**src/rtl/mult_div_unit.sv**
```systemverilog
// Iterative signed multiply/divide unit: 32-step shift-add multiply and restoring divide
// on operand magnitudes, with signs applied once when the result is written to HI/LO.
module mult_div_unit #(
  parameter int WIDTH = 32
) (
  input  logic             clk,
  input  logic             reset_n,
  input  logic             start_mult,
  input  logic             start_div,
  input  logic [WIDTH-1:0] w_opA,
  input  logic [WIDTH-1:0] w_opB,
  output logic [WIDTH-1:0] w_hi,
  output logic [WIDTH-1:0] w_lo,
  output logic             busy,
  output logic             done,
  output logic             div_zero
);

  localparam logic [1:0] IDLE = 2'd0;
  localparam logic [1:0] MULT = 2'd1;
  localparam logic [1:0] DIV  = 2'd2;
  localparam logic [1:0] DONE = 2'd3;

  localparam int CW = $clog2(WIDTH);
  localparam logic [CW-1:0] LAST_STEP = CW'(WIDTH - 1);

  logic [1:0]         state;
  logic [WIDTH-1:0]   magA, magB;
  logic [WIDTH-1:0]   workHi, workLo;
  logic [CW-1:0]      stepCount;
  logic               negMain, negRem, divByZero;

  logic [WIDTH-1:0]   absA, absB;
  logic [WIDTH:0]     mulSum, divShift, divDiff;
  logic [WIDTH-1:0]   stepHi, stepLo;
  logic [2*WIDTH-1:0] prodMag, prodSigned;
  logic [WIDTH-1:0]   quoSigned, remSigned;

  assign absA = w_opA[WIDTH-1] ? -w_opA : w_opA;
  assign absB = w_opB[WIDTH-1] ? -w_opB : w_opB;

  // workHi:workLo is the running product (MULT) or remainder:dividend/quotient (DIV).
  assign mulSum   = {1'b0, workHi} + (workLo[0] ? {1'b0, magA} : '0);
  assign divShift = {workHi, workLo[WIDTH-1]};
  assign divDiff  = divShift - {1'b0, magB};

  always_comb begin
    stepHi = workHi;
    stepLo = workLo;
    if (state == MULT) begin
      stepHi = mulSum[WIDTH:1];
      stepLo = {mulSum[0], workLo[WIDTH-1:1]};
    end else if (state == DIV) begin
      if (!divDiff[WIDTH]) begin
        stepHi = divDiff[WIDTH-1:0];
        stepLo = {workLo[WIDTH-2:0], 1'b1};
      end else begin
        stepHi = divShift[WIDTH-1:0];
        stepLo = {workLo[WIDTH-2:0], 1'b0};
      end
    end
  end

  assign prodMag    = {stepHi, stepLo};
  assign prodSigned = negMain ? -prodMag : prodMag;
  assign quoSigned  = negMain ? -stepLo : stepLo;
  assign remSigned  = negRem ? -stepHi : stepHi;

  assign busy = (state != IDLE);
  assign done = (state == DONE);

  always_ff @(posedge clk or negedge reset_n) begin
    if (!reset_n) begin
      state     <= IDLE;
      magA      <= '0;
      magB      <= '0;
      workHi    <= '0;
      workLo    <= '0;
      stepCount <= '0;
      negMain   <= 1'b0;
      negRem    <= 1'b0;
      divByZero <= 1'b0;
      w_hi      <= '0;
      w_lo      <= '0;
      div_zero  <= 1'b0;
    end else begin
      case (state)
        IDLE: begin
          if (start_mult || start_div) begin
            magA      <= absA;
            magB      <= absB;
            workHi    <= '0;
            workLo    <= start_mult ? absB : absA;
            stepCount <= '0;
            negMain   <= w_opA[WIDTH-1] ^ w_opB[WIDTH-1];
            negRem    <= w_opA[WIDTH-1];
            divByZero <= !start_mult && (w_opB == '0);
            div_zero  <= 1'b0;
            state     <= start_mult ? MULT : DIV;
          end
        end
        MULT: begin
          workHi    <= stepHi;
          workLo    <= stepLo;
          stepCount <= stepCount + 1'b1;
          if (stepCount == LAST_STEP) begin
            {w_hi, w_lo} <= prodSigned;
            state        <= DONE;
          end
        end
        DIV: begin
          if (divByZero) begin
            // HI/LO keep the previous result; only the flag reports the fault.
            div_zero <= 1'b1;
            state    <= DONE;
          end else begin
            workHi    <= stepHi;
            workLo    <= stepLo;
            stepCount <= stepCount + 1'b1;
            if (stepCount == LAST_STEP) begin
              w_lo  <= quoSigned;
              w_hi  <= remSigned;
              state <= DONE;
            end
          end
        end
        default: state <= IDLE;
      endcase
    end
  end

endmodule

```
**config.mk**
```make
export PLATFORM = sky130hd
export DESIGN_NAME = mult_div_unit
export DESIGN_NICKNAME = d
export VERILOG_FILES = /design/src/rtl/mult_div_unit.sv
export SDC_FILE = /design/constraint.sdc
export NUM_CORES = 1
export LEC_CHECK = 0
export BUFFER_PORTS_ARGS = -buffer_cell sky130_fd_sc_hd__clkbuf_2
export CAP_MARGIN = 20
export CORE_UTILIZATION = 46
export DETAILED_ROUTE_END_ITERATION = 10
export PLACE_DENSITY = 0.75
export SLEW_MARGIN = 10
export SYNTH_ARGS = -nofsm -noshare
export SYNTH_HDL_FRONTEND = slang
export SYNTH_SLANG_ARGS = --single-unit
```
**constraint.sdc**
```tcl
create_clock -name clk -period 5.8 [get_ports clk]
set_clock_uncertainty 0.15 [all_clocks]
set_input_delay 0.87 -clock clk [delete_from_list [all_inputs] [get_ports clk]]
set_output_delay 0.87 -clock clk [all_outputs]
set_load 0.01 [all_outputs]
```
-- Word-level counts from Yosys, hierarchy flattened
Index checks and enable logic that the tools add are counted.
- output and inout port bits: 67
- register bits: 203
- logic and storage cells: 81
- input bits: 68
- add/sub/neg operators: 8
- bitwise gates (word level): 1
- muxes and demuxes: 38
- equality and inequality tests: 9
- reductions and logical operators: 13
- operator list (operator ; count):
    $mux 32 ; 21
    $pmux 32 s3 ; 2
    $neg 32->32 ; 4
    $pmux 32 s2 ; 2
    $mux 64 ; 1
    $neg 64->64 ; 1
    $add 32x32->33 ; 1
    $sub 33x32->33 ; 1
    $logic_not 32->1 ; 1
    $pmux 5 s3 ; 1
    $mux 5 ; 2
    $mux 2 ; 4
    $ne 2x2->1 const B ; 3
    $pmux 2 s3 ; 1
    $reduce_and 3->1 ; 2
    $reduce_bool 2->1 ; 3
    $add 5x1->5 const B ; 1
    $eq 5x5->1 const B ; 1
    $eq 2x2->1 const B ; 2
    $ne 2x1->1 const B ; 2
    $reduce_and 4->1 ; 1
    $mux 1 ; 3
    $reduce_bool 3->1 ; 1
    $eq 2x1->1 const B ; 1
    7 further kinds ; 7

-- Longest topological paths before layout
Gate-level depths: netlist of the first run.
- depth in word-level cells: 9
- mapped depth: 23
- mapped depth without buffers: 21

-- Worst setup path after synthesis of the first run
No wires, ideal clock.
- kind: reg-to-reg
- from: reg workLo[31]
- to: reg w_hi[28]
- setup time: 0.130 ns
- required time: 5.520 ns
- slack: 1.140 ns
- stages on the path, launching flop included: 22
- clock period less this slack: 4.660 ns
- path buffers: 2
- data arrival time: 4.380 ns
- cells stage by stage: dfrtp_1 > inv_1 > ha_1 > fa_1 > nand2b_1 > a21oi_2 > o2111ai_2 > a31oi_4 > o31a_1 > buf_2 > buf_2 > or4_1 > o211ai_1 > inv_1 > ha_1 > inv_1 > or3_1 > or4_1 > nor4b_2 > o22ai_1 > xnor2_1 > o21ai_1
- cells in the longest elaborated chain, start to end: 9
- elaborated cells between the ends (all ways): 15
- those cells by class: add/sub: 3; mux: 12
- ends and longest elaborated chain (what ; RTL line ; RTL):
    from (decl) ; 29 ; logic [WIDTH-1:0] workHi, workLo;
    from (signal assigned) ; 93 ; workLo <= start_mult ? absB : absA;
    from (signal assigned) ; 104 ; workLo <= stepLo;
    from (signal assigned) ; 118 ; workLo <= stepLo;
    $sub 33x32->33 ; 45 ; assign divDiff = divShift - {1'b0, magB};
    $mux 32 ; 54 ; if (!divDiff[WIDTH]) begin
    $mux 32 ; 53 ; end else if (state == DIV) begin
    $mux 32 ; 50 ; if (state == MULT) begin
    $neg 32->32 ; 67 ; assign remSigned = negRem ? -stepHi : stepHi;
    $mux 32 ; 67 ;
    $mux 32 ; 120 ; if (stepCount == LAST_STEP) begin
    $mux 32 ; 112 ; if (divByZero) begin
    $pmux 32 s2 * ; 87 ; case (state)
    to (signal assigned) ; 107 ; {w_hi, w_lo} <= prodSigned;
    to (signal assigned) ; 122 ; w_hi <= remSigned;
    to (decl) ; 12 ; output logic [WIDTH-1:0] w_hi,
Every way passes the cells marked *; elsewhere a longest branch is shown, timed or not. The select of a mux whose other input is x is not followed.
A chain may end at the register's enable or synchronous reset.

-- Worst setup path after layout of the first run
- from: reg workHi[18]
- to: reg w_hi[28]
- cells in the longest elaborated chain, start to end: 9
- elaborated cells between the ends (all ways): 16
- those cells by class: add/sub: 4; mux: 12
- ends and longest elaborated chain (what ; RTL line ; RTL):
    from (decl) ; 29 ;
    from (signal assigned) ; 103 ; workHi <= stepHi;
    from (signal assigned) ; 117 ; workHi <= stepHi;
    $sub 33x32->33 ; 45 ;
    $mux 32 ; 54 ;
    $mux 32 ; 53 ;
    $mux 32 ; 50 ;
    $neg 32->32 ; 67 ;
    $mux 32 ; 67 ;
    $mux 32 ; 120 ;
    $mux 32 ; 112 ;
    $pmux 32 s2 * ; 87 ;
Marked as above.

==> results of run 1 <==
==> power by group through the flow <==
stage / registers, uW / logic, uW / clock network [uW]
6_report: 2780 / 9580 / 1570
5_1_grt: 2860 / 10500 / 1640
4_1_cts: 2760 / 9340 / 1580
3_5_place_dp: 2780 / 9290 / 0
3_3_place_gp: 2760 / 9190 / 0
2_1_floorplan: 2640 / 6440 / 0
==> cell usage in the layout (no fill, tap or decap), drive strengths merged, types with 6 or more instances in the layout <==
cell type / count
a211o: 6
a211oi: 16
a21o: 30
a21oi: 168
a22o: 17
a31oi: 17
and2: 38
and3: 8
buf: 55
clkbuf: 168
clkinv: 8
dfrtp: 203
ha: 74
inv: 69
mux2: 43
mux2i: 39
nand2: 329
nand2b: 28
nand3: 26
nand4: 20
nor2: 142
nor2b: 8
nor3: 19
nor4: 16
o211ai: 22
o21a: 13
o21ai: 280
o21bai: 6
o22ai: 6
o311ai: 6
o31ai: 30
o41ai: 10
or2: 12
or3: 24
or4: 15
xnor2: 101
xor2: 60
==> final cells by class <==
cell class | count | area [sq um]
clock buffers | 34 | 699
flip-flops and latches | 203 | 5080
diodes | 1 | 2.50
inverters | 70 | 263
fillers | 3323 | 16700
clock inverters | 10 | 98.8
repair buffers | 189 | 1130
multi-input cells | 1712 | 10900
well taps | 461 | 577
==> how the worst min path moves through the flow <==
stage / start / endpoint / slack, ps / cells past startpoint
2_1_floorplan: magA[31] / magA[31] / 290 / 2
3_3_place_gp: stepCount[4] / stepCount[4] / 310 / 2
3_5_place_dp: magA[4] / magA[4] / 320 / 2
4_1_cts: reset_n / w_hi[22] / 160 / 1
5_1_grt: reset_n / w_hi[17] / 180 / 1
6_report: reset_n / w_hi[17] / 140 / 1
==> worst max-delay path, delay by kind of cell (launching register included) <==
kind                       cells  cell delay (ps)
buffers and inverters          2              300
and+or+nand+nor                6             2430
xor gates and xnor gates       1              180
DFF                            1              490
adders and majority gates      2              660
AOI/OAI and AO/OA              6             1190
==> flip-flops by register name (all words and copies together) (netlist names), 2 cells and up <==
register,cells
magA,32
magB,32
w_hi,32
w_lo,32
workHi,32
workLo,32
stepCount,5
state,2
==> metrics by stage <==
step                      cells  setup slack [ps]  total power (uW)  hold slack (ps)
after CTS                  2675              19.4             13700              162
after global placement     2631               252             11900              306
after global routing       2679              20.9             15000              176
after floorplan            2093              1140              9080              291
final                      2680               233             13900              137
after detailed placement   2631              95.7             12100              317
==> logic make-up after synthesis <==
logic type | count (synthesis)
adders and majority gates | 76
buffers and inverters | 178
and+or+nand+nor | 702
AOI/OAI and AO/OA | 691
DFF | 203
xor gates and xnor gates | 161
muxes | 82
==> metal layers <==
layer | routed length [um] | vias to the layer above | global-route usage, %
li1 | - | 7727 | -
met1 | 26600 | 7883 | 45.7
met2 | 24800 | 702 | 46.8
met3 | 4960 | 116 | 6.12
met4 | 2190 | 0 | 11.5
met5 | 0 | - | 0
==> cell usage after synthesis, types with 6 or more instances <==
| cell type | instances |
|---|---|
| o211ai_1 | 22 |
| nand3_1 | 26 |
| or4_1 | 15 |
| o21ai_1 | 19 |
| nand2_1 | 328 |
| xnor2_1 | 101 |
| nor3_1 | 17 |
| o22ai_1 | 6 |
| and2_1 | 38 |
| buf_1 | 16 |
| a211oi_1 | 16 |
| or2_2 | 8 |
| and3_1 | 8 |
| nor2_1 | 142 |
| a211o_1 | 6 |
| a21oi_1 | 165 |
| buf_2 | 9 |
| a22o_1 | 17 |
| clkbuf_1 | 82 |
| or3_1 | 22 |
| nor4_1 | 15 |
| mux2i_1 | 39 |
| nand4_1 | 18 |
| ha_1 | 74 |
| mux2_2 | 42 |
| nand2b_1 | 28 |
| o21bai_1 | 6 |
| a31oi_1 | 16 |
| nor2b_1 | 8 |
| dfrtp_1 | 203 |
| a21o_1 | 30 |
| o31ai_1 | 28 |
| o21ai_0 | 260 |
| o21a_1 | 13 |
| xor2_1 | 60 |
| o41ai_1 | 9 |
| inv_1 | 68 |
==> repair_timing <==
item	in CTS	in global routing
endpoints found under the setup margin	0	10
setup buffers	0	2
resized for setup	0	4
==> results.sh, run 1 <==
export IMPL_rrSetupSlack_ps=230
export IMPL_gp_congestion=1.01
export IMPL_coreArea_sq_um=35500
export IMPL_cp_cell_sequence="ha_1, a21oi_2, o21ai_1, a211oi_1, nor2_1, or4_1, nand2_8, o311ai_1, inv_1, ha_1, inv_1, or3_1, or4_1, nor4b_2, o22ai_1, xnor2_1, o21ai_1"
export IMPL_antenna_found_initial=0
export IMPL_clock_latency_ps=560
export IMPL_grt_use_total_pct=31.7
export IMPL_synth_top_family_by_area="compound AO/OA/AOI/OAI gates"
export IMPL_grt_setup_unrepaired="false"
export IMPL_muxShareOfSynthArea_pct=5.27
export IMPL_r2r_start="workHi[18]"
export IMPL_worstPathArrival_ps=5810
export IMPL_grt_pass1_wl_um=89800
export IMPL_maxCapViolations=0
export IMPL_path_class="flop to flop"
export IMPL_hpwl_um=45000
export IMPL_yosys_area_share_simple_pct=19.9
export IMPL_synthesis_area_sq_um=16600
export IMPL_fin_nets=2345
export IMPL_vdd_drop_max_v=0.000360
export IMPL_p_switching_uw=7350
export IMPL_p_sw_share_pct=52.8
export IMPL_drive_gt1_share_pct=14.2
export IMPL_clock_sinks=203
export IMPL_synth_area_leader_cell="dfrtp_1"
export IMPL_design_die_area_sq_um=36800
export IMPL_postRouteAntennaNets=0
export IMPL_synth_edf_count=0
export IMPL_setup_viol_count_final=0
export IMPL_postLayoutCoreUtil_pct=52.8
export IMPL_area_growth_pct=13.0
export IMPL_status="finished clean"
export IMPL_power_frac_comb_pct=68.8
export IMPL_yosys_area_share_adder_pct=5.83
export IMPL_synth_seq_area_share_pct=30.6
export IMPL_cts_root_buffer="clkbuf_16"
export IMPL_p_leak_uw=0.00829
export IMPL_power_per_cell_area_nw_per_um2=743
export IMPL_worst_pin_slew_ps=1070
export IMPL_period_share_pct=96.0
export IMPL_yosysWarningCount=0
export IMPL_fin_area_sq_um=18700
export IMPL_hold_viol=0
export IMPL_gr_total_overflow=0
export IMPL_drc=0
export IMPL_drtIter0Drc=1672
export IMPL_seqPwrFrac_pct=20.0
export IMPL_fp_dieH_um=192
export IMPL_syn_area_per_cell_sq_um=7.92
export IMPL_synthArstFlopShare_pct=100
export IMPL_synth_compound_area_share_pct=25.8
export IMPL_intPower_uw=6570
export IMPL_cts_buffers=25
export IMPL_cts_clk_slew_worst_paths_ps=70
export IMPL_netlist_top_cells_area="dfrtp_1 (31%), o21ai_0 (7.8%), nand2_1 (7.4%), ha_1 (5.6%), xnor2_1 (5.3%)"
export IMPL_postCtsHoldBufs=0
export IMPL_num_rows=69
export IMPL_cts_tree="built"
export IMPL_via_per_inst=6.13
export IMPL_slowest_stage="or4_1"
export IMPL_vias=16400
export IMPL_synth_top_area_share_pct=30.6
export IMPL_dpl_instance_area_sq_um=17900
export IMPL_tns_ps=0
export IMPL_htreeDepth=1
export IMPL_maxSlewViolCount=0
export IMPL_hold_path_class="primary input to async pin"
export IMPL_relSlewSlack_pct=28.5
export IMPL_critPathLaunch="workHi[18]"
export IMPL_ys_seq_elements=203
export IMPL_ioPinCount=135
export IMPL_setup_worst_path_start_class="flop"
export IMPL_worstRegToRegCells=17
export IMPL_ys_flop_type="dfrtp_1"
export IMPL_firstDrtPassIters=7
export IMPL_synth_xor_area_share_pct=8.50
export IMPL_synth_fp_nets=2237
export IMPL_start_util_pct=46.7
export IMPL_detail_route_wl_per_cell_um=21.8
export IMPL_cp_required_ps=6040
export IMPL_crit_end="w_hi[28]"
export IMPL_io_buffers=134
export IMPL_ys_types=91
export IMPL_p_clk_share_pct=11.3
export IMPL_cp_end_kind="flop"
export IMPL_worst_path_max_fanout=28
export IMPL_rr_endpoint="w_hi[28]"
export IMPL_clock_path_buffers=3
export IMPL_slowest_delay_ps=680
export IMPL_grt_max_degree=143
export IMPL_fmax_mhz=180
export IMPL_period_needed_ps=5570
export IMPL_routed_wl_um=58500
export IMPL_grt_pass1_vias=15200
export IMPL_syn_inst=2093
export IMPL_dieWidth_um=192
(Power assumes the default switching activity.)
==> run 2: changes to the inputs <==
--- a/config.mk
+++ b/config.mk
@@ -7,7 +7,9 @@
 export LEC_CHECK = 0
 export BUFFER_PORTS_ARGS = -buffer_cell sky130_fd_sc_hd__clkbuf_2
 export CAP_MARGIN = 20
+export CORE_ASPECT_RATIO = 1.4
 export CORE_UTILIZATION = 46
+export CTS_CLUSTER_SIZE = 25
 export DETAILED_ROUTE_END_ITERATION = 10
 export PLACE_DENSITY = 0.75
 export SLEW_MARGIN = 10
==> run 2 against run 1 <==
  * Count of clock-buffer cells in the layout fell by 1
  * Via count fell by 0.43%
  * Clock power is essentially flat
  * Cell area is 0.43% lower
  * Flip-flop and latch count unchanged
  * Combinational power is 1% lower
  * Die area is essentially flat
  * Power decreased by 0.51%
  * Sequential power is 2% higher
  * Utilization grew 0.093 points
  * Hold slack improved by 150 ps
  * Sequential share of layout area grew 0.12 points
  * Critical path type unchanged
==> results.sh, run 2 (synthesis results as in run 1) <==
export IMPL_status="finished clean"
export IMPL_period_share_pct=93.4
export IMPL_worst_path_max_fanout=28
export IMPL_detail_route_wl_per_cell_um=22.3
export IMPL_maxSlewViolCount=0
export IMPL_final_cell_mix="nand2_1 (326), o21ai_0 (260), dfrtp_1 (203)"
export IMPL_clock_path_buffers=3
export IMPL_slowest_delay_ps=590
export IMPL_vdd_drop_max_v=0.000679
export IMPL_drtIter0Drc=1231
export IMPL_maxCapViolations=0
export IMPL_p_leak_uw=0.00826
export IMPL_num_rows=81
export IMPL_p_sw_share_pct=52.7
export IMPL_grt_pass1_vias=16200
export IMPL_place_ws_ps=392
export IMPL_clock_latency_ps=550
export IMPL_area_growth_pct=12.5
export IMPL_cts_tree="built"
export IMPL_postRouteAntennaNets=0
export IMPL_fin_nets=2336
export IMPL_htreeDepth=1
export IMPL_coreArea_sq_um=35300
export IMPL_cp_required_ps=6050
export IMPL_hold_viol=0
export IMPL_setup_ws_ps=383
export IMPL_dpl_instance_area_sq_um=17900
export IMPL_routed_wl_um=59500
export IMPL_drc=0
export IMPL_slowest_stage="or4_1"
export IMPL_io_buffers=134
export IMPL_antenna_cells=0
export IMPL_worst_pin_slew_ps=1080
export IMPL_antenna_found_initial=1
export IMPL_relSlewSlack_pct=28.3
export IMPL_final_common_cell="nand2_1"
export IMPL_hold_path_class="primary input to async pin"
export IMPL_gp_congestion=1.05
export IMPL_gr_total_overflow=0
export IMPL_p_switching_uw=7300
export IMPL_p_clk_share_pct=11.4
export IMPL_setup_viol_count_final=0
export IMPL_cp_cell_sequence="ha_1, a21oi_1, nand2_1, o2111ai_2, a31oi_4, or4_1, nand2_4, o311ai_1, inv_1, ha_1, inv_1, or3_1, or4_1, nor4b_2, o22ai_1, xnor2_1, o21ai_1"
export IMPL_grt_pass1_wl_um=91800
export IMPL_finalNonFillerCells=2663
export IMPL_cts_root_buffer="clkbuf_16"
export IMPL_hpwl_um=46100
export IMPL_grt_setup_unrepaired="false"
export IMPL_grt_use_total_pct=32.7
export IMPL_via_per_inst=6.14
export IMPL_cts_clk_slew_worst_paths_ps=70
export IMPL_drive_gt1_share_pct=13.6
export IMPL_firstDrtPassIters=5
export IMPL_cts_buffers=23
export IMPL_fmax_mhz=185
export IMPL_period_needed_ps=5420
export IMPL_cp_end_kind="flop"
export IMPL_setup_worst_path_start_class="flop"
export IMPL_tns_ps=0
export IMPL_power_frac_comb_pct=68.2
export IMPL_grt_max_degree=126
export IMPL_fin_area_sq_um=18700
export IMPL_design_die_area_sq_um=36800
export IMPL_dieWidth_um=162
export IMPL_ioPinCount=135
export IMPL_worstPathArrival_ps=5670
export IMPL_vias=16400
export IMPL_power_per_cell_area_nw_per_um2=743
export IMPL_clock_sinks=203
export IMPL_dp_cells=2623
export IMPL_intPower_uw=6560
export IMPL_path_class="flop to flop"
export IMPL_start_util_pct=47.0
export IMPL_fp_dieH_um=227
export IMPL_seqPwrFrac_pct=20.4
## run 2: final timing paths
path                       slack, ps  startpoint  depth (start not counted)       end
setup / recovery                 380   workHi[6]                         17  w_hi[28]
hold / removal                   290     reset_n                          1  magA[19]
setup reg to reg                 380   workHi[6]                         17  w_hi[28]
hold reg to reg                  330     w_lo[0]                          2   w_lo[0]
max in group asynchronous       4110     reset_n                          2   magB[0]
min in group clk                 330     w_lo[0]                          2   w_lo[0]
## run 2: area by class of cell
cell class | instances | area, sq um
Fill cell | 3378 | 16600
Multi-Input combinational cell | 1712 | 10900
Sequential cell | 203 | 5080
Timing Repair Buffer | 182 | 1090
Clock buffer | 33 | 673
Tap cell | 456 | 571
Inverter | 70 | 263
Clock inverter | 7 | 125
## run 2: repair_timing
action	CTS	global route
gates resized for setup	0	1
endpoints found under the setup margin	0	1
hold buffers	0	0
buffers inserted	0	0
endpoints found under the hold margin	0	0
## run 2: per-stage QoR
| step | total power, uW | hold WS (ps) | util [%] |
|---|---|---|---|
| after global placement | 12000 | 306 | 50.6 |
| after detailed placement | 12100 | 319 | 50.6 |
| after global routing | 14900 | 355 | 52.9 |
| after CTS | 13700 | 332 | 52.9 |
| after floorplan | 9080 | 291 | - |
| final | 13900 | 285 | 52.9 |
## run 2: power by group through the flow
stage          Clock (uW)  Combinational [uW]  Sequential [uW]
6_report             1580                9450             2830
5_1_grt              1640               10300             2900
4_1_cts              1590                9340             2810
3_5_place_dp            0                9290             2840
3_3_place_gp            0                9150             2810
2_1_floorplan           0                6440             2640
## run 2: critical path, delay by kind of cell, from the launching register on
kind / cells / cell delay [ps]
buffers and inverters: 2 / 270
adder cells (fa/ha/maj): 2 / 580
XOR/XNOR: 1 / 160
flip-flops: 1 / 500
AND/OR/NAND/NOR: 6 / 2300
AO/OA/AOI/OAI: 6 / 1290
## run 2: layer usage
layer  wire length [um]  part of all wire, %  track usage [%]
met1              22000                   37             36.7
met2              29100                   49             56.2
met3               3260                  5.5             3.93
met4               5080                  8.5             25.3
met5                 13                0.022                0
